===== src/rtl/l4_bt_pkg.sv =====
// Shared definitions for the L4 backtrace sequencer: direction codes, grid code
// layout, FSM encoding and error codes.
package l4_bt_pkg;

  localparam logic [1:0] DIR_N = 2'd0;
  localparam logic [1:0] DIR_E = 2'd1;
  localparam logic [1:0] DIR_S = 2'd2;
  localparam logic [1:0] DIR_W = 2'd3;

  localparam int CODE_W = 3;
  localparam int MARK   = 2;

  typedef enum logic [2:0] {
    ST_IDLE = 3'd0,
    ST_READ = 3'd1,
    ST_EMIT = 3'd2,
    ST_DONE = 3'd3,
    ST_ERR  = 3'd4
  } bt_state_e;

  localparam logic [1:0] ERR_NONE     = 2'd0;
  localparam logic [1:0] ERR_UNMARKED = 2'd1;
  localparam logic [1:0] ERR_OFFGRID  = 2'd2;
  localparam logic [1:0] ERR_LIMIT    = 2'd3;

  // True when stepping in dir from the current cell would leave the grid.
  function automatic logic step_off_grid(input logic [1:0] dir,
                                         input logic x_zero, input logic x_max,
                                         input logic y_zero, input logic y_max);
    logic off;
    off = 1'b0;
    case (dir)
      DIR_N:   off = y_max;
      DIR_E:   off = x_max;
      DIR_S:   off = y_zero;
      default: off = x_zero;
    endcase
    return off;
  endfunction

endpackage


===== src/rtl/l4_bt_coord.sv =====
// One backtrace coordinate register with load/inc/dec and grid-edge flags.
// Load wins over inc, inc wins over dec.
module l4_bt_coord #(
  parameter int W = 5
) (
  input  logic         clk,
  input  logic         reset,
  input  logic         load,
  input  logic [W-1:0] load_val,
  input  logic         inc,
  input  logic         dec,
  output logic [W-1:0] val,
  output logic         at_zero,
  output logic         at_max
);

  logic [W-1:0] val_q;
  logic [W-1:0] val_d;

  always_comb begin
    val_d = val_q;
    if (load) begin
      val_d = load_val;
    end else if (inc) begin
      val_d = val_q + W'(1);
    end else if (dec) begin
      val_d = val_q - W'(1);
    end
  end

  always_ff @(posedge clk) begin
    if (reset) begin
      val_q <= '0;
    end else begin
      val_q <= val_d;
    end
  end

  assign val     = val_q;
  assign at_zero = (val_q == '0);
  assign at_max  = (val_q == '1);

endmodule


===== src/rtl/l4_backtrace_ctrl.sv =====
// Backtrace sequencer: walks from target to source through the marked grid,
// reading one direction code per cell and emitting each cell to the path consumer.
module l4_backtrace_ctrl
  import l4_bt_pkg::*;
#(
  parameter int XBITS = 5,
  parameter int YBITS = 5
) (
  input  logic             clk,
  input  logic             reset,
  input  logic             start,
  input  logic [XBITS-1:0] src_x,
  input  logic [YBITS-1:0] src_y,
  input  logic [XBITS-1:0] tgt_x,
  input  logic [YBITS-1:0] tgt_y,
  output logic             mem_req,
  output logic [XBITS-1:0] mem_x,
  output logic [YBITS-1:0] mem_y,
  input  logic             mem_ack,
  input  logic [2:0]       mem_code,
  output logic             path_valid,
  input  logic             path_ready,
  output logic [XBITS-1:0] path_x,
  output logic [YBITS-1:0] path_y,
  output logic             path_last,
  output logic             busy,
  output logic             done,
  output logic             err,
  output logic [1:0]       err_code
);

  localparam int CW = XBITS + YBITS;

  bt_state_e          state_q, state_d;
  logic [XBITS-1:0]   src_x_q, src_x_d;
  logic [YBITS-1:0]   src_y_q, src_y_d;
  logic [CW-1:0]      cnt_q, cnt_d;
  logic [CODE_W-1:0]  code_q, code_d;
  logic [1:0]         err_code_q, err_code_d;
  logic               mem_req_q, mem_req_d;
  logic               path_valid_q, path_valid_d;
  logic               path_last_q, path_last_d;
  logic               busy_q, busy_d;
  logic               done_q, done_d;
  logic               err_q, err_d;

  logic [XBITS-1:0]   cur_x, nxt_x;
  logic [YBITS-1:0]   cur_y, nxt_y;
  logic               x_zero, x_max, y_zero, y_max;
  logic               x_load, x_inc, x_dec;
  logic               y_load, y_inc, y_dec;
  logic [1:0]         step_dir;

  l4_bt_coord #(.W(XBITS)) u_coord_x (
    .clk      (clk),
    .reset    (reset),
    .load     (x_load),
    .load_val (tgt_x),
    .inc      (x_inc),
    .dec      (x_dec),
    .val      (cur_x),
    .at_zero  (x_zero),
    .at_max   (x_max)
  );

  l4_bt_coord #(.W(YBITS)) u_coord_y (
    .clk      (clk),
    .reset    (reset),
    .load     (y_load),
    .load_val (tgt_y),
    .inc      (y_inc),
    .dec      (y_dec),
    .val      (cur_y),
    .at_zero  (y_zero),
    .at_max   (y_max)
  );

  assign step_dir = code_q[1:0];

  // Coordinate after the pending step; used to skip the read of the source cell.
  always_comb begin
    nxt_x = cur_x;
    nxt_y = cur_y;
    case (step_dir)
      DIR_N:   nxt_y = cur_y + YBITS'(1);
      DIR_E:   nxt_x = cur_x + XBITS'(1);
      DIR_S:   nxt_y = cur_y - YBITS'(1);
      default: nxt_x = cur_x - XBITS'(1);
    endcase
  end

  always_comb begin
    state_d      = state_q;
    src_x_d      = src_x_q;
    src_y_d      = src_y_q;
    cnt_d        = cnt_q;
    code_d       = code_q;
    err_code_d   = err_code_q;
    mem_req_d    = mem_req_q;
    path_valid_d = path_valid_q;
    path_last_d  = path_last_q;
    busy_d       = busy_q;
    done_d       = 1'b0;
    err_d        = 1'b0;
    x_load       = 1'b0;
    x_inc        = 1'b0;
    x_dec        = 1'b0;
    y_load       = 1'b0;
    y_inc        = 1'b0;
    y_dec        = 1'b0;

    case (state_q)
      ST_IDLE: begin
        if (start) begin
          src_x_d    = src_x;
          src_y_d    = src_y;
          cnt_d      = '0;
          err_code_d = ERR_NONE;
          x_load     = 1'b1;
          y_load     = 1'b1;
          busy_d     = 1'b1;
          if (tgt_x == src_x && tgt_y == src_y) begin
            state_d      = ST_EMIT;
            path_valid_d = 1'b1;
            path_last_d  = 1'b1;
          end else begin
            state_d   = ST_READ;
            mem_req_d = 1'b1;
          end
        end
      end

      ST_READ: begin
        if (mem_ack) begin
          code_d       = mem_code;
          mem_req_d    = 1'b0;
          path_valid_d = 1'b1;
          path_last_d  = (cur_x == src_x_q) && (cur_y == src_y_q);
          state_d      = ST_EMIT;
        end
      end

      ST_EMIT: begin
        if (path_ready) begin
          path_valid_d = 1'b0;
          path_last_d  = 1'b0;
          if (path_last_q) begin
            state_d = ST_DONE;
            busy_d  = 1'b0;
            done_d  = 1'b1;
          end else if (!code_q[MARK]) begin
            state_d    = ST_ERR;
            busy_d     = 1'b0;
            err_d      = 1'b1;
            err_code_d = ERR_UNMARKED;
          end else if (step_off_grid(step_dir, x_zero, x_max, y_zero, y_max)) begin
            state_d    = ST_ERR;
            busy_d     = 1'b0;
            err_d      = 1'b1;
            err_code_d = ERR_OFFGRID;
          end else if (cnt_q == '1) begin
            state_d    = ST_ERR;
            busy_d     = 1'b0;
            err_d      = 1'b1;
            err_code_d = ERR_LIMIT;
          end else begin
            cnt_d = cnt_q + CW'(1);
            x_inc = (step_dir == DIR_E);
            x_dec = (step_dir == DIR_W);
            y_inc = (step_dir == DIR_N);
            y_dec = (step_dir == DIR_S);
            if (nxt_x == src_x_q && nxt_y == src_y_q) begin
              state_d      = ST_EMIT;
              path_valid_d = 1'b1;
              path_last_d  = 1'b1;
            end else begin
              state_d   = ST_READ;
              mem_req_d = 1'b1;
            end
          end
        end
      end

      ST_DONE, ST_ERR: begin
        state_d = ST_IDLE;
      end

      default: begin
        state_d = ST_IDLE;
      end
    endcase
  end

  always_ff @(posedge clk) begin
    if (reset) begin
      state_q      <= ST_IDLE;
      src_x_q      <= '0;
      src_y_q      <= '0;
      cnt_q        <= '0;
      code_q       <= '0;
      err_code_q   <= ERR_NONE;
      mem_req_q    <= 1'b0;
      path_valid_q <= 1'b0;
      path_last_q  <= 1'b0;
      busy_q       <= 1'b0;
      done_q       <= 1'b0;
      err_q        <= 1'b0;
    end else begin
      state_q      <= state_d;
      src_x_q      <= src_x_d;
      src_y_q      <= src_y_d;
      cnt_q        <= cnt_d;
      code_q       <= code_d;
      err_code_q   <= err_code_d;
      mem_req_q    <= mem_req_d;
      path_valid_q <= path_valid_d;
      path_last_q  <= path_last_d;
      busy_q       <= busy_d;
      done_q       <= done_d;
      err_q        <= err_d;
    end
  end

  assign mem_req    = mem_req_q;
  assign mem_x      = cur_x;
  assign mem_y      = cur_y;
  assign path_valid = path_valid_q;
  assign path_x     = cur_x;
  assign path_y     = cur_y;
  assign path_last  = path_last_q;
  assign busy       = busy_q;
  assign done       = done_q;
  assign err        = err_q;
  assign err_code   = err_code_q;

endmodule

===== config.mk =====
export PLATFORM = sky130hd
export DESIGN_NAME = l4_backtrace_ctrl
export DESIGN_NICKNAME = d
export VERILOG_FILES = /design/src/rtl/l4_bt_pkg.sv /design/src/rtl/l4_bt_coord.sv /design/src/rtl/l4_backtrace_ctrl.sv
export SDC_FILE = /design/constraint.sdc
export NUM_CORES = 1
export LEC_CHECK = 0
export CORE_MARGIN = 8
export CORE_UTILIZATION = 38
export CTS_CLUSTER_SIZE = 25
export DETAILED_ROUTE_END_ITERATION = 8
export DONT_BUFFER_PORTS = 1
export GPL_TIMING_DRIVEN = 0
export PLACE_DENSITY = 0.59
export SYNTH_ARGS = -nofsm -noshare
export SYNTH_HDL_FRONTEND = slang
export SYNTH_SLANG_ARGS = --single-unit

===== constraint.sdc =====
create_clock -name clk -period 2.7 [get_ports clk]
set_input_delay 0.27 -clock clk [delete_from_list [all_inputs] [get_ports clk]]
set_output_delay 0.27 -clock clk [all_outputs]
set_load 0.05 [all_outputs]

Yosys cells after proc, flatten, opt, wreduce, memory -nomap -nowiden
Cells that the tools add are included.
Widths: inputs -> output; s select.
{"block": "totals", "ff_bits": 44, "latch_bits": 0, "ramBits": 0, "rom_bits": 0, "inputBits": 28, "out_inout_bits": 28, "word_cells": 165, "mem_count": 0}
{"block": "op_classes", "addsub": 5, "multipliers": 0, "div_mod_pow": 0, "magnitude_cmp": 0, "n_eq_ne": 26, "shifts": 0, "n_mux": 96, "bitwise": 2, "reduce_logical": 22}
{"op": "$mux 10", "n": 6}
{"op": "$mux 1", "n": 59}
{"op": "$eq 5x5->1", "n": 6}
{"op": "$mux 5", "n": 6}
{"op": "$mux 3", "n": 7}
{"op": "$ne 2x2->1 const B", "n": 10}
{"op": "$pmux 10 s2", "n": 1}
{"op": "$pmux 5 s2", "n": 2}
{"op": "$mux 2", "n": 8}
{"op": "$pmux 1 s3", "n": 4}
{"op": "$add 10x1->10 const B", "n": 1}
{"op": "$add 5x1->5 const B", "n": 2}
{"op": "$eq 10x10->1 const B", "n": 1}
{"op": "$eq 5x5->1 const B", "n": 2}
{"op": "$logic_not 5->1", "n": 2}
{"op": "$reduce_and 10->1", "n": 1}
{"op": "$reduce_and 5->1", "n": 2}
{"op": "$sub 5x1->5 const B", "n": 2}
{"op": "$pmux 3 s3", "n": 1}
{"op": "$reduce_bool 3->1", "n": 3}
{"op": "$reduce_and 7->1", "n": 1}
{"op": "$ne 5x5->1 const B", "n": 1}
{"op": "$eq 2x2->1 const B", "n": 2}
{"op": "$ne 4x4->1 const B", "n": 1}
{"op": "other kinds (16)", "n": 20}

Depth between registers and ports, before layout
Gate-level depths: netlist of run 1.
{"block": "logic_depth", "word_depth": 14, "depth_mapped": 10, "ltp_nobuf": 8}

Cells and area by module
A second synthesis of run 1 with hierarchy kept.
{"block": "hier_totals", "cells_unflattened": 389, "area_unflattened_um2": 3179.3}
{"module": "l4_backtrace_ctrl", "n_inst": 1, "cells_each": 287, "area_each_um2": 2344.7, "seq_area_each_um2": 680.7}
{"module": "l4_bt_coord (u_coord_y)", "n_inst": 1, "cells_each": 52, "area_each_um2": 425.4, "seq_area_each_um2": 100.1}
{"module": "l4_bt_coord (u_coord_x)", "n_inst": 1, "cells_each": 50, "area_each_um2": 409.1, "seq_area_each_um2": 100.1}

Worst setup path before layout of run 1
OpenSTA, ideal clock, no wires.
{"block": "synth_path", "path_kind": "register to register", "from": "register u_coord_x.val_q[0], in the netlist u_coord_x.val[0]", "to": "register u_coord_y.val_q[3], in the netlist u_coord_y.val[3]", "setup_ns": 0.074, "arrival_ns": 2.878, "path_slack_ns": -0.253, "path_stages_with_launch": 11, "path_buffers": 2, "synth_period_minus_slack_ns": 2.953, "cell_sequence": "dfxtp_1 -> clkbuf_1 -> inv_1 -> ha_1 -> nor4bb_1 -> a22o_1 -> or3_1 -> buf_2 -> or3_4 -> or3_1 -> a31oi_1"}
{"block": "synth_between", "elab_chain_len": 13, "word_cells_on_any_way": 20}
{"element": "start: declaration", "line": "l4_bt_coord.sv:17", "text": "logic [W-1:0] val_q;"}
{"element": "start signal: assignment", "line": "l4_bt_coord.sv:35", "text": "val_q <= val_d;"}
{"element": "$eq 5x5->1 / $logic_not 5->1 (equally long branches)", "line": "l4_bt_coord.sv:41, l4_bt_coord.sv:40"}
{"element": "$pmux 1 s3 (*)", "line": "l4_bt_pkg.sv:32", "text": "case (dir)"}
{"element": "$mux 1 (*)", "line": "l4_backtrace_ctrl.sv:151", "text": "end else if (!code_q[MARK]) begin"}
{"element": "$mux 1 (*)", "line": "l4_backtrace_ctrl.sv:147", "text": "if (path_last_q) begin"}
{"element": "$mux 1 (*)", "line": "l4_backtrace_ctrl.sv:144", "text": "if (path_ready) begin"}
{"element": "$mux 1 (*)", "line": "l4_backtrace_ctrl.sv:112", "text": "case (state_q)"}
{"element": "$mux 1", "line": "l4_backtrace_ctrl.sv:156", "text": "end else if (step_off_grid(step_dir, x_zero, x_max, y_zero, y_max)) begin"}
{"element": "$mux 1", "line": "l4_backtrace_ctrl.sv:151"}
{"element": "$mux 1", "line": "l4_backtrace_ctrl.sv:147"}
{"element": "$mux 1", "line": "l4_backtrace_ctrl.sv:144"}
{"element": "$mux 1", "line": "l4_backtrace_ctrl.sv:112"}
{"element": "$mux 5", "line": "l4_bt_coord.sv:24", "text": "end else if (inc) begin"}
{"element": "$mux 5", "line": "l4_bt_coord.sv:22", "text": "if (load) begin"}
{"element": "end signal: assignment", "line": "l4_bt_coord.sv:35"}
{"element": "end: declaration", "line": "l4_bt_coord.sv:17"}
Mark *: on every way between the ends. The rest lies on a longest branch, timed or not. The select of a mux whose other input is x is not followed.
A chain may end at the register's enable or synchronous reset.

Final worst setup path of run 1
{"block": "layout_path", "from": "register u_coord_y.val_q[2], in the netlist u_coord_y.val[2]", "to": "register u_coord_x.val_q[0], in the netlist u_coord_x.val[0]"}
{"block": "layout_between", "elab_chain_len": 13, "word_cells_on_any_way": 20}
{"element": "$eq 5x5->1 / $logic_not 5->1 (equally long branches)", "line": "l4_bt_coord.sv:41, l4_bt_coord.sv:40"}
{"element": "$pmux 1 s3 (*)", "line": "l4_bt_pkg.sv:32"}
{"element": "$mux 1 (*)", "line": "l4_backtrace_ctrl.sv:151"}
{"element": "$mux 1 (*)", "line": "l4_backtrace_ctrl.sv:147"}
{"element": "$mux 1 (*)", "line": "l4_backtrace_ctrl.sv:144"}
{"element": "$mux 1 (*)", "line": "l4_backtrace_ctrl.sv:112"}
{"element": "$mux 1", "line": "l4_backtrace_ctrl.sv:156"}
{"element": "$mux 1", "line": "l4_backtrace_ctrl.sv:151"}
{"element": "$mux 1", "line": "l4_backtrace_ctrl.sv:147"}
{"element": "$mux 1", "line": "l4_backtrace_ctrl.sv:144"}
{"element": "$mux 1", "line": "l4_backtrace_ctrl.sv:112"}
{"element": "$mux 5", "line": "l4_bt_coord.sv:24"}
{"element": "$mux 5", "line": "l4_bt_coord.sv:22"}
Marks and branches as above.

==> results of run 1 <==
==> placed cells by master (no fill, tap or decap), types with 3 or more instances in the layout <==
cell,netlist,layout
dfxtp_4,0,4
buf_6,1,3
nor4_1,6,6
or3_1,10,9
buf_4,11,14
mux2i_1,15,15
dfxtp_2,0,6
o31ai_1,6,6
nor3b_1,4,3
a21oi_1,25,25
ha_1,7,7
clkbuf_8,0,5
xor2_1,19,19
nand4_1,6,6
or4_1,3,3
xnor2_1,13,13
nor2_1,24,24
a32oi_1,4,3
clkbuf_1,17,15
nor2b_1,4,4
a22oi_1,9,9
nand3_1,18,18
dfxtp_1,44,34
buf_2,7,6
nor3_1,12,11
o211ai_1,8,8
a31oi_1,8,7
nand2_1,46,46
o21ai_0,9,9
inv_1,11,11
==> flip-flops by register name, indices dropped and copies added, names as in the netlist, 2 cells and up <==
signal / flops
src_y_q: 5
cnt_q: 10
src_x_q: 5
state_q: 3
u_coord_x.val: 5
code_q: 3
u_coord_y.val: 5
err_code: 2
==> kinds of logic after synthesis <==
| family | count (synthesis) |
|---|---|
| and+or+nand+nor | 154 |
| muxes | 18 |
| DFF | 44 |
| adders and majority gates | 7 |
| buffers and inverters | 49 |
| xor gates and xnor gates | 32 |
| AOI/OAI and AO/OA | 89 |
==> per-stage QoR <==
step | util | setup slack [ns]
after floorplan | - | 0.0685
after global routing | 0.429 | 0.0154
after CTS | 0.425 | 0.0191
after detailed placement | 0.401 | -0.313
after global placement | 0.401 | -0.318
final | 0.429 | 0.0929
==> worst max path at each step <==
stage | cells past startpoint | to | slack (ns)
after floorplan | 10 | u_coord_y.val[3]$_SDFFE_PP0P_ | 0.07
after global placement | 8 | cnt_q[8]$_SDFFE_PP0P_ | -0.32
after detailed placement | 10 | cnt_q[8]$_SDFFE_PP0P_ | -0.31
after CTS | 10 | u_coord_y.val[3]$_SDFFE_PP0P_ | 0.02
after global routing | 10 | u_coord_y.val[2]$_SDFFE_PP0P_ | 0.02
final | 8 | u_coord_x.val[0]$_SDFFE_PP0P_ | 0.09
==> power groups by stage <==
stage	sequential (mW)	clock (mW)	combinational (mW)
3_5_place_dp	0.864	0	0.627
6_report	0.850	0.483	0.662
2_1_floorplan	0.843	0	0.493
5_1_grt	0.859	0.521	0.720
3_3_place_gp	0.862	0	0.618
4_1_cts	0.850	0.498	0.642
==> critical path: cells and delay by family (launching register included) <==
| family | cells | cell delay (ns) |
|---|---|---|
| muxes | 1 | 0.13 |
| AOI/OAI and AO/OA | 3 | 1.07 |
| DFF | 1 | 0.51 |
| buffers and inverters | 2 | 0.51 |
| and+or+nand+nor | 2 | 0.31 |
==> area by class of cell <==
type,instances,area [um2],share of cell area
Clock inverter,2,12.5,0.00364
Inverter,11,41.3,0.0120
Clock buffer,6,93.8,0.0273
Multi-Input combinational cell,300,2000,0.582
Timing Repair Buffer,5,45.0,0.0131
Tap cell,105,131,0.0382
Sequential cell,44,903,0.263
Buffer,37,211,0.0615
==> metal layers <==
| layer | part of all wire | vias to the layer above | global-route usage |
|---|---|---|---|
| li1 | - | 1444 | - |
| met1 | 0.45 | 1464 | 0.228 |
| met2 | 0.47 | 104 | 0.289 |
| met3 | 0.066 | 11 | 0.0357 |
| met4 | 0.012 | 0 | 0.0422 |
| met5 | 0 | - | 0 |
==> timing repair <==
item / in CTS / in global routing
endpoints found under the hold margin: 0 / 0
pin swaps: 3 / 4
setup endpoints to repair: 25 / 17
buffers inserted: 5 / 0
resized for setup: 18 / 11
==> metrics.md, run 1 <==
| Metric | Value |
|---|---|
| Worst path slowest cell | `o32ai_1` |
| Fin area | `3440 um2` |
| CTS max path bufs | `2` |
| Crit end category | `flip-flop` |
| Net Sw Power | `0.818 mW` |
| Power density over the cells | `580 nW/um2` |
| WS Path Type | `flip-flop to flip-flop` |
| Dpl hpwl | `7270 um` |
| Max-slew violations | `0` |
| Crit path launch type | `flip-flop` |
| Nets@finish | `439` |
| Final TNS setup | `0 ns` |
| Worst Hold Launch | `path_ready` |
| Portion of netlist area occupied by mux cells | `0.0599` |
| Clock Sinks | `44` |
| Num CTS Buffers | `5` |
| GRT Overall Usage | `0.175` |
| Routability cong. | `0.901` |
| Port bufs | `0` |
| EDFF count, synth | `0` |
| CTS Hold Bufs | `0` |
| Via-per-instance ratio | `5.93` |
| Status | `finished, final reports clean` |
| Final hold viol count | `0` |
| P_leak | `1.22 nW` |
| Largest family of logic cells by synthesized area | `simple AND/OR/NAND/NOR gates` |
| Synth Register Bits | `44` |
| Placed Instance Area | `3210 um2` |
| Initial antenna violation count | `0` |
| Worst skew pair latency | `0.31 ns` |
| Sequential area share after synthesis | `0.287` |
| Via count | `3,023` |
| Most instantiated cells after synthesis | `nand2_1 (46), dfxtp_1 (44), a21oi_1 (25)` |
| Routed length per placed instance | `19.5 um` |
| Max-cap violation count | `0` |
| Data arrival time of the worst path | `2.83 ns` |
| Synth Area in Compound Gates | `0.192` |
| FILL cells | `854` |
| Total power | `2.00 mW` |
| Final worst path period share | `0.966` |
| Syn_nets | `428` |
| Unique cell type count in the Yosys netlist | `60` |
| Final Non-Filler Cells | `510` |
| Residual DRC | `0` |
| Drt first-iter violations | `228` |
| Number of H-tree levels | `2` |
| Primary FF master, synth | `dfxtp_1` |
| FMAX | `384 MHz` |
| CTS tree | `done` |
| 1st-pass router iterations | `5` |
| Starting density of the core | `0.384` |
| Clock transition at path regs | `0.09 ns` |
| Share of layout cells above drive strength 1 | `0.146` |
| Hold_ws | `0.0695 ns` |
| # setup viols final | `0` |
| Yosys warnings | `0` |
| R2R Setup Slk | `0.09 ns` |
| First-pass GRT wire length | `16,000 um` |
| R2R cell count | `8` |
| Site Rows | `33` |
| Die Ht | `106 um` |
| Syn Inst Count | `393` |
| Largest cells by area after synthesis | `dfxtp_1 (29%), nand2_1 (5.6%), xor2_1 (5.4%), mux2i_1 (4.9%), a21oi_1 (4.1%)` |
| Total global routing overflow | `0` |
| Unrepaired setup endpoints after global routing | `false` |
| Largest net degree at the start of global routing | `15` |
| Final Skew | `0.00981 ns` |
| Hold Path Class | `input pin to flip-flop` |
| Ant diodes | `0` |
| R2r startpoint | `u_coord_y.val[2]$_SDFFE_PP0P_` |
| Switching share of power | `0.410` |
| Top-count cell post-synth | `nand2_1` |
| Post-Place Cells | `498` |
| Synth area leader | `dfxtp_1` |
| Tmin final | `2.61 ns` |
| CTS root buf | `clkbuf_8` |
| Vias in the first global route | `3,024` |
| Int Pwr | `1.18 mW` |
| Core ar. | `8010 um2` |
| Synthesized area | `3070 um2` |
| Worst VDD drop | `0.000246 V` |
| Hold endpoint | `path_valid$_SDFFE_PP0P_` |
| Combinational power share | `0.332` |
| Final WL | `9960 um` |
| Avg Cell Area, Syn | `7.82 um2` |
| Critical Path Max Stage Delay | `0.53 ns` |
| Clock power frac | `0.242` |
| Worst Max-Slew Pin Slew | `0.780 ns` |
| Post-synth ARST share | `0` |
| Die extent in x | `106 um` |
| Top-Level Pins | `56` |
| Crit path max fanout | `10` |
| Worst R2R End | `u_coord_x.val[0]$_SDFFE_PP0P_` |
| Crit. Startpoint | `u_coord_y.val[2]$_SDFFE_PP0P_` |
| Post-synthesis simple-gate area fraction | `0.263` |
| Area Growth Syn to Fin | `11.9%` |
| Area fraction of the dominant cell type after synthesis | `0.287` |
| Worst slew margin | `0.479` |
| ANT nets after route | `0` |
| Worst hold path depth | `1` |
| Post-synthesis adder-cell area fraction | `0.0285` |
| Req. time, crit path | `2.92 ns` |
| Crit path cell chain | `buf_2, nand4b_1, o32ai_1, nor3_2, clkbuf_4, a31oi_2, mux2i_1, a21oi_1` |
| Die area | `11,200 um2` |
| Sequential fraction of design power | `0.426` |
| XOR/XNOR Fraction of Synth Area | `0.0912` |
Note: power is estimated with default switching activity, not from simulation.
==> inputs of run 2 (changes only) <==
PLACE_DENSITY = default   (was 0.59)
clock period = 2.6 ns   (was 2.7 ns; I/O delays follow)
==> run 2 against run 1 <==
- clock-buffer cell count stayed put
- sequential share of layout area is 0.21 points lower
- hold slack got worse by 0.011 ns
- register-to-register slack got worse by 0.04 ns
- die area did not move
- maximum frequency grew 2.6%
- cell area grew 0.80%
- via count decreased by 1.6%
- routed wire length shrank 3.4%
- non-clock buffer count is 1 lower
- critical endpoint is now u_coord_y.val[3]$_SDFFE_PP0P_
- highest routed layer unchanged
==> metrics.md, run 2 (synthesis results as in run 1) <==
| Metric | Value |
|---|---|
| # setup viols final | `0` |
| Die area | `11,200 um2` |
| Die Ht | `106 um` |
| WS Path Type | `flip-flop to flip-flop` |
| Largest register by flop count | `cnt_q` |
| Max-slew violations | `0` |
| Final worst path period share | `0.978` |
| Final Skew | `0.0145 ns` |
| Total global routing overflow | `0` |
| Final WL | `9620 um` |
| Most frequent cell on the critical path | `or3_1` |
| CTS root buf | `clkbuf_8` |
| FMAX | `393 MHz` |
| Worst Max-Slew Pin Slew | `0.805 ns` |
| Status | `finished, final reports clean` |
| Worst skew pair latency | `0.31 ns` |
| R2R cell count | `10` |
| Nets@finish | `438` |
| Fin area | `3470 um2` |
| Number of H-tree levels | `2` |
| Site Rows | `33` |
| Port bufs | `0` |
| Tmin final | `2.54 ns` |
| Hold_ws | `0.0580 ns` |
| Clock transition at path regs | `0.09 ns` |
| CTS tree | `done` |
| Initial antenna violation count | `0` |
| Data arrival time of the worst path | `2.76 ns` |
| CTS max path bufs | `2` |
| Core ar. | `8010 um2` |
| Via-per-instance ratio | `5.84` |
| P_leak | `1.22 nW` |
| Crit. Startpoint | `u_coord_x.val[0]$_SDFFE_PP0P_` |
| Worst slack, placed | `-0.460 ns` |
| Crit end category | `flip-flop` |
| Area Growth Syn to Fin | `12.8%` |
| R2r startpoint | `u_coord_x.val[0]$_SDFFE_PP0P_` |
| Crit path launch type | `flip-flop` |
| Crit path max fanout | `4` |
| Starting density of the core | `0.384` |
| First-pass GRT wire length | `15,200 um` |
| Via count | `2,974` |
| Unrepaired setup endpoints after global routing | `true` |
| Layout Utilization | `0.433` |
| Dpl hpwl | `7170 um` |
| Worst VDD drop | `0.000233 V` |
| Drt first-iter violations | `254` |
| Worst slew margin | `0.462` |
| Vias in the first global route | `2,870` |
| Commonest non-fill, non-tap cells in the layout | `nand2_1 (46), dfxtp_1 (34), a21oi_1 (25), nor2_1 (24), xor2_1 (19)` |
| CTS Hold Bufs | `0` |
| Routed length per placed instance | `18.9 um` |
| Power density over the cells | `619 nW/um2` |
| Max reg flops | `10` |
| Hold Path Class | `input pin to flip-flop` |
| Critical Path Max Stage Delay | `0.47 ns` |
| Die extent in x | `106 um` |
| Clock Sinks | `44` |
| R2R Setup Slk | `0.06 ns` |
| 1st-pass router iterations | `4` |
| Worst R2R End | `u_coord_y.val[3]$_SDFFE_PP0P_` |
| Final hold viol count | `0` |
| GRT Overall Usage | `0.168` |
| WP depth | `10` |
| Crit path cell chain | `buf_8, inv_2, ha_2, nor4bb_1, a22o_1, or3_1, buf_6, or3_4, or3_1, a31oi_1` |
| Num CTS Buffers | `5` |
| Buf/Inv on CP | `3` |
| Max-cap violation count | `0` |
| Ant diodes | `0` |
| ANT nets after route | `0` |
| Crit path to | `u_coord_y.val[3]$_SDFFE_PP0P_` |
| Top-Level Pins | `56` |
| Worst setup margin | `0.0578 ns` |
| Most common cell after layout, fill and taps aside | `nand2_1` |
| Share of layout cells above drive strength 1 | `0.153` |
| Routability cong. | `0.904` |
| Residual DRC | `0` |
| Largest net degree at the start of global routing | `15` |
| Req. time, crit path | `2.82 ns` |
| CP delay by family, top | `simple AND/OR/NAND/NOR gates` |
| Placed Instance Area | `3220 um2` |
| Worst path slowest cell | `dfxtp_4` |
==> run 2: cell types whose count changed in the layout (fill, tap and decap cells not counted), sizes merged <==
cell / previous run / this run
buf: 25 / 26
bufinv: 0 / 1
clkbuf: 23 / 21
clkinvlp: 1 / 0
==> run 2: repair_timing <==
| action | in CTS | in global routing |
|---|---|---|
| resized for setup | 20 | 12 |
| cloned | 0 | 0 |
| pin swaps | 3 | 3 |
| endpoints found under the setup margin | 27 | 21 |
| setup buffers | 3 | 0 |
==> run 2: area by class of cell <==
cell class / instances / area [um2]
Clock buffer: 6 / 82.6
Fill cell: 845 / 4540
Multi-Input combinational cell: 300 / 2020
Timing Repair Buffer: 3 / 22.5
Clock inverter: 2 / 38.8
Inverter: 11 / 41.3
Tap cell: 105 / 131
Buffer: 38 / 224
Sequential cell: 44 / 903
==> run 2: through the flow <==
step	TNS [ns]	cells	power, mW
2_1_floorplan	0	393	1.39
4_1_cts	0	509	2.13
3_3_place_gp	-5.75	498	1.54
3_5_place_dp	-6.94	498	1.54
5_1_grt	-0.00895	509	2.25
6_report	0	509	2.14
==> run 2: how the worst min path moves through the flow <==
stage | startpoint | endpoint | cells past startpoint
final | path_ready | path_valid$_SDFFE_PP0P_ | 1
after global routing | path_ready | path_valid$_SDFFE_PP0P_ | 1
after CTS | path_ready | path_valid$_SDFFE_PP0P_ | 1
after detailed placement | path_ready | path_valid$_SDFFE_PP0P_ | 1
after global placement | path_ready | path_valid$_SDFFE_PP0P_ | 1
after floorplan | path_ready | path_valid$_SDFFE_PP0P_ | 1
==> run 2: report_power, final <==
part	leakage (nW)	switching (mW)	internal, mW	total [mW]
registers	0.364	0.153	0.727	0.880
clock network	0.0614	0.258	0.315	0.573
logic	0.791	0.440	0.253	0.693
total	1.22	0.851	1.29	2.14
==> run 2: worst register-to-register path, stage by stage, from the launching register on <==
cell	delay, ns
dfxtp_4	0.47
buf_8	0.13
inv_2	0.03
ha_2	0.16
nor4bb_1	0.14
a22o_1	0.30
or3_1	0.33
buf_6	0.14
or3_4	0.32
or3_1	0.30
a31oi_1	0.12
==> run 2: routing by layer <==
layer,GRT usage,vias to the layer above,part of all wire
met4,0.0462,0,0.016
met2,0.275,91,0.47
met1,0.218,1431,0.44
met3,0.0333,12,0.069
met5,0,-,0
li1,-,1440,-
